[src/rtl/mdu_sequencer_pkg.sv]
`default_nettype none
// ============================================================================
//  Module      : mdu_sequencer_pkg
//  Description : Shared types and constants for the multiply/divide sequencer.
//  Revision    : 1.0 - initial release
// ============================================================================
package mdu_sequencer_pkg;

    localparam int MDU_XLEN  = 64;
    localparam int MDU_WLEN  = 32;
    localparam int MDU_CNT_W = $clog2(MDU_XLEN) + 1;

    typedef enum logic [4:0] {
        ALU_ADD, ALU_SUB, ALU_AND, ALU_OR,  ALU_XOR, ALU_SLL,
        ALU_SRL, ALU_SRA, ALU_SLT, ALU_MUL, ALU_DIV, ALU_REM
    } alufunc_t;

    typedef enum logic [1:0] {
        MDU_IDLE, MDU_MUL, MDU_DIV, MDU_DONE
    } mdu_state_t;

    function automatic logic is_md_func(input logic [4:0] f);
        return (f == ALU_MUL) || (f == ALU_DIV) || (f == ALU_REM);
    endfunction

endpackage
`default_nettype wire

[src/rtl/mdu_div_core.sv]
`default_nettype none
// ============================================================================
//  Module      : mdu_div_core
//  Description : Iterative restoring divider datapath, one quotient bit per step.
//  Revision    : 1.0 - initial release
// ============================================================================
module mdu_div_core #(
    parameter int XLEN = 64,
    parameter int WLEN = 32
) (
    input  logic            clk,
    input  logic            resetn,
    input  logic            start,
    input  logic            step,
    input  logic            cut,
    input  logic [XLEN-1:0] dividend,
    input  logic [XLEN-1:0] divisor,
    output logic [XLEN-1:0] q,
    output logic [XLEN-1:0] r
);

    logic [XLEN-1:0] r_rem, r_quo, r_dvs;
    logic [XLEN-1:0] w_rem_src, w_quo_src, w_dvs_src;
    logic [XLEN:0]   w_shift, w_diff;
    logic            w_ge;

    // start performs the first step directly on the incoming operands; word
    // dividends sit in the top half so their bits are consumed first.
    always_comb begin
        w_rem_src = r_rem;
        w_quo_src = r_quo;
        w_dvs_src = r_dvs;
        if (start) begin
            w_rem_src = '0;
            w_quo_src = cut ? {dividend[WLEN-1:0], {(XLEN-WLEN){1'b0}}} : dividend;
            w_dvs_src = divisor;
        end
        w_shift = {w_rem_src, w_quo_src[XLEN-1]};
        w_diff  = w_shift - {1'b0, w_dvs_src};
        // partial remainder stays below 2*divisor, so the top bit is a pure borrow
        w_ge    = ~w_diff[XLEN];
        r       = w_ge ? w_diff[XLEN-1:0] : w_shift[XLEN-1:0];
        q       = {w_quo_src[XLEN-2:0], w_ge};
    end

    always_ff @(posedge clk or negedge resetn) begin
        if (!resetn) begin
            r_rem <= '0;
            r_quo <= '0;
            r_dvs <= '0;
        end else if (start || step) begin
            r_rem <= r;
            r_quo <= q;
            r_dvs <= w_dvs_src;
        end
    end

endmodule
`default_nettype wire

[src/rtl/mdu_sequencer.sv]
`default_nettype none
// ============================================================================
//  Module      : mdu_sequencer
//  Description : Multi-cycle MUL/DIV/REM controller that stalls execute until done.
//  Revision    : 1.0 - initial release
// ============================================================================
module mdu_sequencer
    import mdu_sequencer_pkg::*;
#(
    parameter int XLEN = MDU_XLEN,
    parameter int WLEN = MDU_WLEN
) (
    input  logic            clk,
    input  logic            resetn,
    input  logic            valid_i,
    input  logic [4:0]      func_i,
    input  logic            sign_i,
    input  logic            cut_i,
    input  logic [XLEN-1:0] a_i,
    input  logic [XLEN-1:0] b_i,
    input  logic            advance_i,
    input  logic            flush_i,
    output logic            stall_o,
    output logic            done_o,
    output logic [XLEN-1:0] result_o
);

    localparam int              c_cnt_w   = $clog2(XLEN) + 1;
    // the issue cycle performs the first step, so the counter holds the remainder
    localparam logic [c_cnt_w-1:0] c_steps_x = c_cnt_w'(XLEN - 1);
    localparam logic [c_cnt_w-1:0] c_steps_w = c_cnt_w'(WLEN - 1);
    localparam logic [XLEN-1:0] c_min_x   = {1'b1, {(XLEN-1){1'b0}}};
    localparam logic [XLEN-1:0] c_min_w   = {{(XLEN-WLEN+1){1'b1}}, {(WLEN-1){1'b0}}};

    function automatic logic [XLEN-1:0] sext_word(input logic [XLEN-1:0] v);
        return {{(XLEN-WLEN){v[WLEN-1]}}, v[WLEN-1:0]};
    endfunction

    function automatic logic [XLEN-1:0] zext_word(input logic [XLEN-1:0] v);
        return {{(XLEN-WLEN){1'b0}}, v[WLEN-1:0]};
    endfunction

    function automatic logic [XLEN-1:0] fit(input logic [XLEN-1:0] v, input logic cut);
        return cut ? sext_word(v) : v;
    endfunction

    mdu_state_t         r_state, w_state_nxt;
    logic [c_cnt_w-1:0] r_cnt;
    logic [XLEN-1:0]    r_acc, r_mcand, r_mplier, r_result;
    logic               r_cut, r_is_rem, r_q_neg, r_r_neg;

    logic            w_is_md, w_is_mul, w_is_rem;
    logic            w_start_mul, w_start_div, w_start_spec, w_mul_step, w_div_step, w_last;
    logic [XLEN-1:0] w_a_ext, w_b_ext, w_a_abs, w_b_abs;
    logic            w_a_neg, w_b_neg, w_b_zero, w_ovf, w_div_special;
    logic [XLEN-1:0] w_special_res;
    logic [XLEN-1:0] w_acc_src, w_mcand_src, w_mplier_src, w_acc_nxt;
    logic [XLEN-1:0] w_q_nxt, w_r_nxt, w_q_mag, w_r_mag, w_q_fix, w_r_fix, w_div_res;

    assign w_is_md  = valid_i & is_md_func(func_i);
    assign w_is_mul = (func_i == ALU_MUL);
    assign w_is_rem = (func_i == ALU_REM);

    // operand view: word ops take the low half, extended per sign_i
    assign w_a_ext  = cut_i ? (sign_i ? sext_word(a_i) : zext_word(a_i)) : a_i;
    assign w_b_ext  = cut_i ? (sign_i ? sext_word(b_i) : zext_word(b_i)) : b_i;
    assign w_a_neg  = sign_i & w_a_ext[XLEN-1];
    assign w_b_neg  = sign_i & w_b_ext[XLEN-1];
    assign w_a_abs  = w_a_neg ? -w_a_ext : w_a_ext;
    assign w_b_abs  = w_b_neg ? -w_b_ext : w_b_ext;

    assign w_b_zero      = (w_b_ext == '0);
    assign w_ovf         = sign_i & (w_a_ext == (cut_i ? c_min_w : c_min_x)) & (&w_b_ext);
    assign w_div_special = w_b_zero | w_ovf;
    assign w_special_res = fit(w_b_zero ? (w_is_rem ? w_a_ext : '1)
                                        : (w_is_rem ? '0 : w_a_ext), cut_i);

    assign w_acc_src    = w_start_mul ? '0      : r_acc;
    assign w_mcand_src  = w_start_mul ? w_a_ext : r_mcand;
    assign w_mplier_src = w_start_mul ? w_b_ext : r_mplier;
    assign w_acc_nxt    = w_acc_src + (w_mplier_src[0] ? w_mcand_src : '0);

    mdu_div_core #(
        .XLEN (XLEN),
        .WLEN (WLEN)
    ) u_div_core (
        .clk      (clk),
        .resetn   (resetn),
        .start    (w_start_div),
        .step     (w_div_step),
        .cut      (cut_i),
        .dividend (w_a_abs),
        .divisor  (w_b_abs),
        .q        (w_q_nxt),
        .r        (w_r_nxt)
    );

    assign w_q_mag   = r_cut ? zext_word(w_q_nxt) : w_q_nxt;
    assign w_r_mag   = r_cut ? zext_word(w_r_nxt) : w_r_nxt;
    assign w_q_fix   = r_q_neg ? -w_q_mag : w_q_mag;
    assign w_r_fix   = r_r_neg ? -w_r_mag : w_r_mag;
    assign w_div_res = fit(r_is_rem ? w_r_fix : w_q_fix, r_cut);

    always_ff @(posedge clk or negedge resetn) begin
        if (!resetn) begin
            r_state <= MDU_IDLE;
        end else begin
            r_state <= w_state_nxt;
        end
    end

    always_comb begin
        w_state_nxt  = r_state;
        w_start_mul  = 1'b0;
        w_start_div  = 1'b0;
        w_start_spec = 1'b0;
        w_mul_step   = 1'b0;
        w_div_step   = 1'b0;
        w_last       = 1'b0;
        if (flush_i) begin
            w_state_nxt = MDU_IDLE;
        end else begin
            case (r_state)
                MDU_IDLE: begin
                    if (w_is_md) begin
                        if (w_is_mul) begin
                            w_start_mul = 1'b1;
                            w_state_nxt = MDU_MUL;
                        end else if (w_div_special) begin
                            w_start_spec = 1'b1;
                            w_state_nxt  = MDU_DONE;
                        end else begin
                            w_start_div = 1'b1;
                            w_state_nxt = MDU_DIV;
                        end
                    end
                end
                MDU_MUL: begin
                    w_mul_step = 1'b1;
                    if (r_cnt == c_cnt_w'(1)) begin
                        w_last      = 1'b1;
                        w_state_nxt = MDU_DONE;
                    end
                end
                MDU_DIV: begin
                    w_div_step = 1'b1;
                    if (r_cnt == c_cnt_w'(1)) begin
                        w_last      = 1'b1;
                        w_state_nxt = MDU_DONE;
                    end
                end
                MDU_DONE: begin
                    if (advance_i) begin
                        w_state_nxt = MDU_IDLE;
                    end
                end
                default: w_state_nxt = MDU_IDLE;
            endcase
        end
    end

    always_ff @(posedge clk or negedge resetn) begin
        if (!resetn) begin
            r_cnt    <= '0;
            r_acc    <= '0;
            r_mcand  <= '0;
            r_mplier <= '0;
            r_result <= '0;
            r_cut    <= 1'b0;
            r_is_rem <= 1'b0;
            r_q_neg  <= 1'b0;
            r_r_neg  <= 1'b0;
        end else begin
            if (w_start_mul || w_start_div) begin
                r_cnt <= cut_i ? c_steps_w : c_steps_x;
                r_cut <= cut_i;
            end else if (w_mul_step || w_div_step) begin
                r_cnt <= r_cnt - c_cnt_w'(1);
            end
            if (w_start_mul || w_mul_step) begin
                r_acc    <= w_acc_nxt;
                r_mcand  <= w_mcand_src << 1;
                r_mplier <= w_mplier_src >> 1;
            end
            if (w_start_div) begin
                r_is_rem <= w_is_rem;
                r_q_neg  <= w_a_neg ^ w_b_neg;
                r_r_neg  <= w_a_neg;
            end
            if (w_start_spec) begin
                r_result <= w_special_res;
            end else if (w_last) begin
                r_result <= (r_state == MDU_MUL) ? fit(w_acc_nxt, r_cut) : w_div_res;
            end
        end
    end

    // reset gating keeps stall low while reset is held, even with a claim pending
    assign stall_o  = resetn & w_is_md & (r_state != MDU_DONE);
    assign done_o   = (r_state == MDU_DONE);
    assign result_o = r_result;

endmodule
`default_nettype wire

[config.mk]
export PLATFORM = sky130hd
export DESIGN_NAME = mdu_sequencer
export DESIGN_NICKNAME = d
export VERILOG_FILES = /design/src/rtl/mdu_sequencer_pkg.sv /design/src/rtl/mdu_div_core.sv /design/src/rtl/mdu_sequencer.sv
export SDC_FILE = /design/constraint.sdc
export NUM_CORES = 2
export LEC_CHECK = 0
export BUFFER_PORTS_ARGS = -buffer_cell sky130_fd_sc_hd__buf_2
export CAP_MARGIN = 20
export CORE_AREA = 2 2 339 341
export DETAILED_ROUTE_END_ITERATION = 16
export DIE_AREA = 0 0 341 343
export GPL_ROUTABILITY_DRIVEN = 0
export PLACE_DENSITY = 0.5
export SLEW_MARGIN = 10
export SYNTH_ARGS = -nofsm -noshare
export SYNTH_HDL_FRONTEND = slang
export SYNTH_HIERARCHICAL = 1
export SYNTH_SLANG_ARGS = --single-unit
[constraint.sdc]
create_clock -name clk -period 11.8 [get_ports clk]
set_clock_uncertainty 0.2 [all_clocks]
set_input_delay 1.18 -clock clk [delete_from_list [all_inputs] [get_ports clk]]
set_output_delay 1.18 -clock clk [all_outputs]
set_load 0.01 [all_outputs]
## Word-level counts from Yosys, hierarchy flattened

Cells that the tools add are included.

| storage, ports and cells | value |
|---|---|
| bits in registers | 459 |
| logic and storage cells | 116 |
| output and inout bits | 66 |
| input bits | 140 |

| cells by class | value |
|---|---|
| reductions and logical operators | 13 |
| add/subtract/negate cells | 7 |
| multiplexer cells | 61 |
| bitwise gates (word level) | 10 |
| eq/ne operators | 12 |

Operators by type and width:

| kind | count |
|---|---|
| 64-bit two-way mux | 29 |
| 64-bit negation | 4 |
| 65-bit by 64-bit subtractor with 65-bit output | 1 |
| 64-bit adder | 1 |
| 64-bit == test | 1 |
| 64-bit logical NOT | 1 |
| 64-bit AND reduction | 1 |
| 63-bit two-way mux | 1 |
| 1-bit two-way mux | 22 |
| 5-bit by 4-bit == test with 1-bit output (second input constant) | 3 |
| 7-bit two-way mux | 2 |
| 2-bit two-way mux | 5 |
| 1-bit AND | 7 |
| 7-bit by 1-bit == test with 1-bit output (second input constant) | 1 |
| 7-bit by 1-bit subtractor with 7-bit output (second input constant) | 1 |
| 1-bit logical OR | 6 |
| 6-bit two-way mux | 1 |
| 3-bit != test (second input constant) | 2 |
| 2-bit case mux with 3 select lines | 1 |
| 2-bit == test (second input constant) | 2 |
| 2-bit nonzero test | 2 |
| 3-bit by 1-bit != test with 1-bit output (second input constant) | 1 |
| 3-bit AND reduction | 1 |
| 2-bit by 1-bit == test with 1-bit output (second input constant) | 1 |
| other kinds (6) | 6 |

## Depth between registers and ports, before layout

| logic depth | value |
|---|---|
| depth in word-level cells | 22 |
| depth in mapped cells | 41 |
| depth with buffers taken out | 36 |

## By module

Netlist, hierarchy kept.

Modules (own cells, without submodules):

| module | times used | cells an instance | sequential area each (sq um) | area an instance (sq um) |
|---|---|---|---|---|
| mdu_sequencer | 1 | 3617 | 6681.4 | 25615.8 |
| mdu_div_core | 1 | 1504 | 4804.6 | 13824.5 |

## Least setup slack after synthesis

No wires, ideal clock.

| path | value |
|---|---|
| kind | input port to flip-flop |
| start | input port a_i[19] |
| end | register r_result[56] (netlist: result_o[56]) |
| buffers on the path | 4 |
| setup slack | 1526 ps |
| setup time | 76 ps |
| data required time | 11524 ps |
| arrival | 9998 ps |
| stages on the path | 40 |
| cell sequence | or4_4 > or4_4 > nor4_4 > nand3_2 > or3_4 > or3_4 > nor3_2 > o211a_1 > nand3b_1 > a21boi_1 > mux2i_1 > nand2_1 > o21ai_0 > ha_1 > fa_1 > nand2b_1 > a21oi_1 > o21ai_0 > [... 4 more ...] > xor2_4 > inv_8 > buf_8 > buf_6 > buf_4 > inv_1 > ha_1 > or4b_1 > or4_4 > buf_6 > or3_4 > nor4_1 > mux2i_1 > a2bb2oi_1 > o31ai_1 > a2111oi_0 > o41ai_1 > o21ai_1 |

| between the ends | value |
|---|---|
| elaborated cells on any way between the ends | 41 |
| classes of those cells | add/sub: 5; eq/ne: 1; mux: 30; bitwise: 4; reduce/logical: 1 |

RTL lines:

| what | RTL line | source |
|---|---|---|
| from (decl) | mdu_sequencer.sv:19 | `input logic [XLEN-1:0] a_i,` |
| 64-bit two-way mux | mdu_sequencer.sv:65 | `assign w_a_ext = cut_i ? (sign_i ? sext_word(a_i) : zext_word(a_i)) : a_i;` |
| 64-bit two-way mux * | mdu_sequencer.sv:65 |  |
| 64-bit negation * | mdu_sequencer.sv:69 | `assign w_a_abs = w_a_neg ? -w_a_ext : w_a_ext;` |
| 64-bit two-way mux * | mdu_sequencer.sv:69 |  |
| net w_a_abs[63] | mdu_sequencer.sv:54 | `logic [XLEN-1:0] w_a_ext, w_b_ext, w_a_abs, w_b_abs;` |
| 64-bit two-way mux * | mdu_div_core.sv:35 | `w_quo_src = cut ? {dividend[WLEN-1:0], {(XLEN-WLEN){1'b0}}} : dividend;` |
| 64-bit two-way mux * | mdu_div_core.sv:33 | `if (start) begin` |
| 65-bit by 64-bit subtractor with 65-bit output * | mdu_div_core.sv:39 | `w_diff = w_shift - {1'b0, w_dvs_src};` |
| [... 1 more ...] | n/a |  |
| net u_div_core.w_ge | mdu_div_core.sv:25 | `logic w_ge;` |
| 64-bit two-way mux * | mdu_sequencer.sv:98 | `assign w_q_mag = r_cut ? zext_word(w_q_nxt) : w_q_nxt;` |
| 64-bit negation * | mdu_sequencer.sv:100 | `assign w_q_fix = r_q_neg ? -w_q_mag : w_q_mag;` |
| 64-bit two-way mux * | mdu_sequencer.sv:100 |  |
| 64-bit two-way mux * | mdu_sequencer.sv:102 | `assign w_div_res = fit(r_is_rem ? w_r_fix : w_q_fix, r_cut);` |
| 64-bit two-way mux * | mdu_sequencer.sv:44 | `return cut ? sext_word(v) : v;` |
| 64-bit two-way mux * | mdu_sequencer.sv:193 | `r_result <= (r_state == MDU_MUL) ? fit(w_acc_nxt, r_cut) : w_div_res;` |
| 64-bit two-way mux * | mdu_sequencer.sv:192 | `end else if (w_last) begin` |
| 64-bit two-way mux * | mdu_sequencer.sv:190 | `if (w_start_spec) begin` |
| to (signal assigned) | mdu_sequencer.sv:191 | `r_result <= w_special_res;` |
| to (signal assigned) | mdu_sequencer.sv:193 |  |
| to (decl) | mdu_sequencer.sv:49 | `logic [XLEN-1:0] r_acc, r_mcand, r_mplier, r_result;` |

The timed path passes the listed nets; every way through them passes the cells marked *. The select of a mux whose other input is x is not followed.
A chain may end at the register's enable or synchronous reset.

## Final worst setup path

| path | value |
|---|---|
| start | input port a_i[27] |
| end | register r_result[56] (netlist: result_o[56]) |

| between the ends | value |
|---|---|
| elaborated cells on any way between the ends | 41 |
| classes of those cells | add/sub: 5; eq/ne: 1; mux: 30; bitwise: 4; reduce/logical: 1 |

RTL lines:

| what | RTL line | source |
|---|---|---|
| 64-bit two-way mux | mdu_sequencer.sv:65 |  |
| 64-bit two-way mux * | mdu_sequencer.sv:65 |  |
| 64-bit negation * | mdu_sequencer.sv:69 |  |
| 64-bit two-way mux * | mdu_sequencer.sv:69 |  |
| net w_a_abs[63] | mdu_sequencer.sv:54 |  |
| 64-bit two-way mux * | mdu_div_core.sv:35 |  |
| 64-bit two-way mux * | mdu_div_core.sv:33 |  |
| 65-bit by 64-bit subtractor with 65-bit output * | mdu_div_core.sv:39 |  |
| [... 1 more ...] | n/a |  |
| net w_q_nxt[0] | mdu_sequencer.sv:58 | `logic [XLEN-1:0] w_q_nxt, w_r_nxt, w_q_mag, w_r_mag, w_q_fix, w_r_fix, w_div_res;` |
| 64-bit two-way mux * | mdu_sequencer.sv:98 |  |
| 64-bit negation * | mdu_sequencer.sv:100 |  |
| 64-bit two-way mux * | mdu_sequencer.sv:100 |  |
| 64-bit two-way mux * | mdu_sequencer.sv:102 |  |
| 64-bit two-way mux * | mdu_sequencer.sv:44 |  |
| 64-bit two-way mux * | mdu_sequencer.sv:193 |  |
| 64-bit two-way mux * | mdu_sequencer.sv:192 |  |
| 64-bit two-way mux * | mdu_sequencer.sv:190 |  |

Marks and branches as above.

==> flow_metrics.py <==
metrics = {
    "placement": {
        "dp_slack_ns": -0.0361,
        "port_buffers": 205,
        "dpl.hpwl_microns": 133000,
    },
    "worst_setup_path": {
        "arrival_ns": 11.84,
        "slowest_stage": "nor4_1",
        "cp_common_cell": "or3_4",
        "worst-r2r-cell-count": 30,
        "max_stage_delay_ns": 0.87,
        "r2r_end": "result_o[56]",
        "reg2reg_from": "r_state[1]",
        "cp-end-kind": "register",
        "r2r_setup_slack_ns": 1.63,
        "worstPathRequired_ns": 12.21,
        "start_kind": "primary input",
        "cp_max_fo": 31,
        "critical_path_class": "in -> reg",
    },
    "global_route": {
        "grt_pass1_wl_microns": 255000,
        "grt_pass1_vias": 37421,
        "grtUsageTotal_pct": 28.8,
        "antenna_found_initial": 16,
        "grt_max_degree": 96,
        "grt-ovfl-total": 0,
    },
    "sta": {
        "relSlewSlack_pct": 21.4,
        "rsz0062_at_grt": "false",
        "fin_crit_ns": 11.42,
        "setup_viol": 0,
        "period_share_pct": 96.8,
        "fin_ws_ns": 0.377,
        "whs_ns": 0.219,
        "tightest_slew_ns": 1.17,
        "slew_viol_final": 0,
        "hold_viol_final": 0,
        "fmax_mhz": 87.5,
    },
    "power_and_ir_drop": {
        "peakVddDrop_mv": 0.174,
        "combPwrFrac_pct": 64.8,
        "p_sw_mw": 6.48,
        "p_int_mw": 6.33,
        "power_frac_clock_pct": 15.2,
        "power_mw": 12.8,
        "seqPwrFrac_pct": 20.0,
        "power_switching_share_pct": 50.6,
        "power_density_nw_per_um2": 291,
        "leakagePower_nw": 19.4,
    },
    "clocking": {
        "clkTransAtPathRegs_ns": 0.06,
        "clk_latency_ns": 0.72,
        "postCtsSetupBuffers": 0,
        "clock-sinks": 459,
        "cts_tree": "yes",
        "cts.path.max_buffers": 3,
        "clock-root-buffer": "clkbuf_16",
        "cts-buffers-inserted": 57,
        "h-tree-depth": 2,
        "post_cts_resized": 0,
        "hold_buffers": 0,
    },
    "detailed_routing": {
        "wl_per_cell_microns": 25.6,
        "num_vias": 39458,
        "drc": 0,
        "vias_per_cell": 5.86,
        "wl_met3_microns": 15100,
        "dr.max_layer_used": "met5",
        "dr.pass1.iters": 7,
        "drt_iter0_drc": 4428,
        "wl_met1_microns": 76800,
        "ant_nets": 0,
        "routed_wl_microns": 172000,
        "wl_met2_microns": 73400,
    },
    "min_path": {
        "min_path_type": "in -> async",
    },
    "finish": {
        "fin_nets": 5444,
        "area_delta_synth_final_pct": 11.5,
        "drive_gt1_share_pct": 13.2,
        "nFillCells": 11891,
        "multi_input_area_sq_um": 26000,
        "final_util_pct": 38.8,
        "seqCellArea_sq_um": 11500,
    },
    "floorplanning": {
        "num_rows": 124,
        "die_area_sq_um": 117000,
        "die_x_microns": 341,
        "core_area_sq_um": 113000,
        "die_y_microns": 343,
        "io_pins": 206,
        "start_util_pct": 34.8,
    },
    "synthesis": {
        "ys_async_sr_fraction_pct": 100,
        "ys_seq_area_share_pct": 29.1,
        "synth_top_area_share_pct": 29.1,
        "synth-edff-count": 0,
        "ys_ff_latch": 459,
        "yosysUniqueCellTypes": 99,
        "synth.area.top_cells": "dfrtp_1, nand2_1, a21oi_1, xnor2_1, o21ai_0",
        "avgSynthCellArea_sq_um": 7.70,
        "syn-num-nets": 5402,
        "synth.largest_area_cell": "dfrtp_1",
        "syn_area_sq_um": 39400,
        "ys.warnings.count": 6,
        "netlist_instances": 5121,
        "ys.flop_type": "dfrtp_1",
    },
    "job": {
        "drv_cap": 0,
    },
    "outcome": {
        "status": "complete, no violations",
    },
}
-- cell families (layout without fill, tap and decap cells) --
family	Yosys count	after routing	share of synthesized area, %
DFF	459	459	29.1
AOI/OAI and AO/OA	1369	1369	21.4
xor gates and xnor gates	360	360	8.04
muxes	281	281	8.58
and+or+nand+nor	2011	2011	23.3
other	0	11	0
adders and majority gates	141	141	4.51
buffers and inverters	500	588	5.12
-- synthesized netlist by cell type (14+ instances only) --
cell / instances
a31oi_1: 149
o41ai_1: 29
o21ai_0: 374
clkbuf_1: 288
nor2b_1: 97
mux2i_1: 82
a211oi_1: 50
or4_1: 26
and3_1: 14
a21oi_1: 391
o211ai_1: 60
buf_1: 21
or3_1: 36
nor3_1: 126
nand2_1: 873
ha_1: 139
o21a_1: 17
dfrtp_1: 459
nand2b_1: 19
nand4_1: 80
mux2_4: 86
nor4_1: 58
mux2_2: 110
xnor2_1: 216
nor2_1: 485
o21bai_1: 30
nand3_1: 55
or2_2: 14
and2_1: 74
xor2_1: 143
o31ai_1: 56
inv_1: 168
a21o_1: 81
-- how the worst max path moves through the flow --
stage | from | to | slack, ns | cells past startpoint
after floorplan | a_i[19] | result_o[56] | 1.53 | 40
after global placement | a_i[27] | result_o[41] | 0.17 | 36
after detailed placement | a_i[27] | result_o[56] | -0.04 | 37
after CTS | a_i[27] | result_o[56] | 0.63 | 37
after global routing | a_i[27] | result_o[56] | 0.02 | 37
final | a_i[27] | result_o[56] | 0.38 | 37
-- stage by stage --
| stage | area [sq um] | instances | TNS, ns |
|---|---|---|---|
| 2_1_floorplan | 39400 | 5121 | 0 |
| 3_3_place_gp | 41900 | 6614 | 0 |
| 3_5_place_dp | 41900 | 6615 | -0.0642 |
| 4_1_cts | 43900 | 6720 | 0 |
| 5_1_grt | 43900 | 6721 | 0 |
| 6_report | 44000 | 6732 | 0 |
-- final cells by class --
type,count,area share (%)
clock inverter,30,0.939
inverter,170,1.48
multi-input combinational,4162,59.2
clock buffer,75,3.63
tap,1512,4.30
antenna,11,0.0626
sequential,459,26.1
timing repair buffer,313,4.29
-- worst max-delay path: cells and delay by family --
kind | cells | cell delay, ns
muxes | 2 | 0.41
AOI/OAI and AO/OA | 13 | 3.15
xor gates and xnor gates | 1 | 0.28
and+or+nand+nor | 15 | 5.51
adders and majority gates | 3 | 0.90
buffers and inverters | 3 | 0.36
-- power groups by stage --
stage,sequential [mW],clock (mW),combinational [mW]
floorplan,2.45,0,5.79
global placement,2.57,0,8.15
detailed placement,2.58,0,8.17
CTS,2.56,1.98,8.21
global route,2.63,2.03,8.95
finish,2.57,1.94,8.29
-- flip-flops by register name, summed over array words and instances (netlist names) --
signal and flops:
r_r_neg 1, r_mcand 63, r_is_rem 1, r_state 2, u_div_core/r_quo 64, u_div_core/r_rem 64
u_div_core/r_dvs 64, r_cnt 7, result_o 64, r_mplier 63, r_cut 1, r_acc 64
r_q_neg 1
-- placed cells by master (no fill, tap or decap), types with 58 or more instances in the layout --
cell type  synthesis  routed
inv_1            168     166
nor4_1            58      58
nor3_1           126     126
and2_1            74      74
o211ai_1          60      60
nand2_1          873     872
dfrtp_1          459     455
ha_1             139     138
xnor2_1          216     216
mux2_4            86      86
a31oi_1          149     149
nor2b_1           97      96
a21oi_1          391     391
mux2_2           110     110
buf_4              1     106
xor2_1           143     143
nand4_1           80      80
buf_2              9     203
a21o_1            81      81
o21ai_0          374     374
mux2i_1           82      81
nor2_1           485     481
-- per-layer routing --
layer / up-vias / global-route usage (%)
li1: 18162 / -
met1: 19280 / 40.7
met2: 1704 / 42.8
met3: 298 / 6.05
met4: 14 / 10.8
met5: - / 0
No activity file was read; power rests on OpenSTA's default activity.
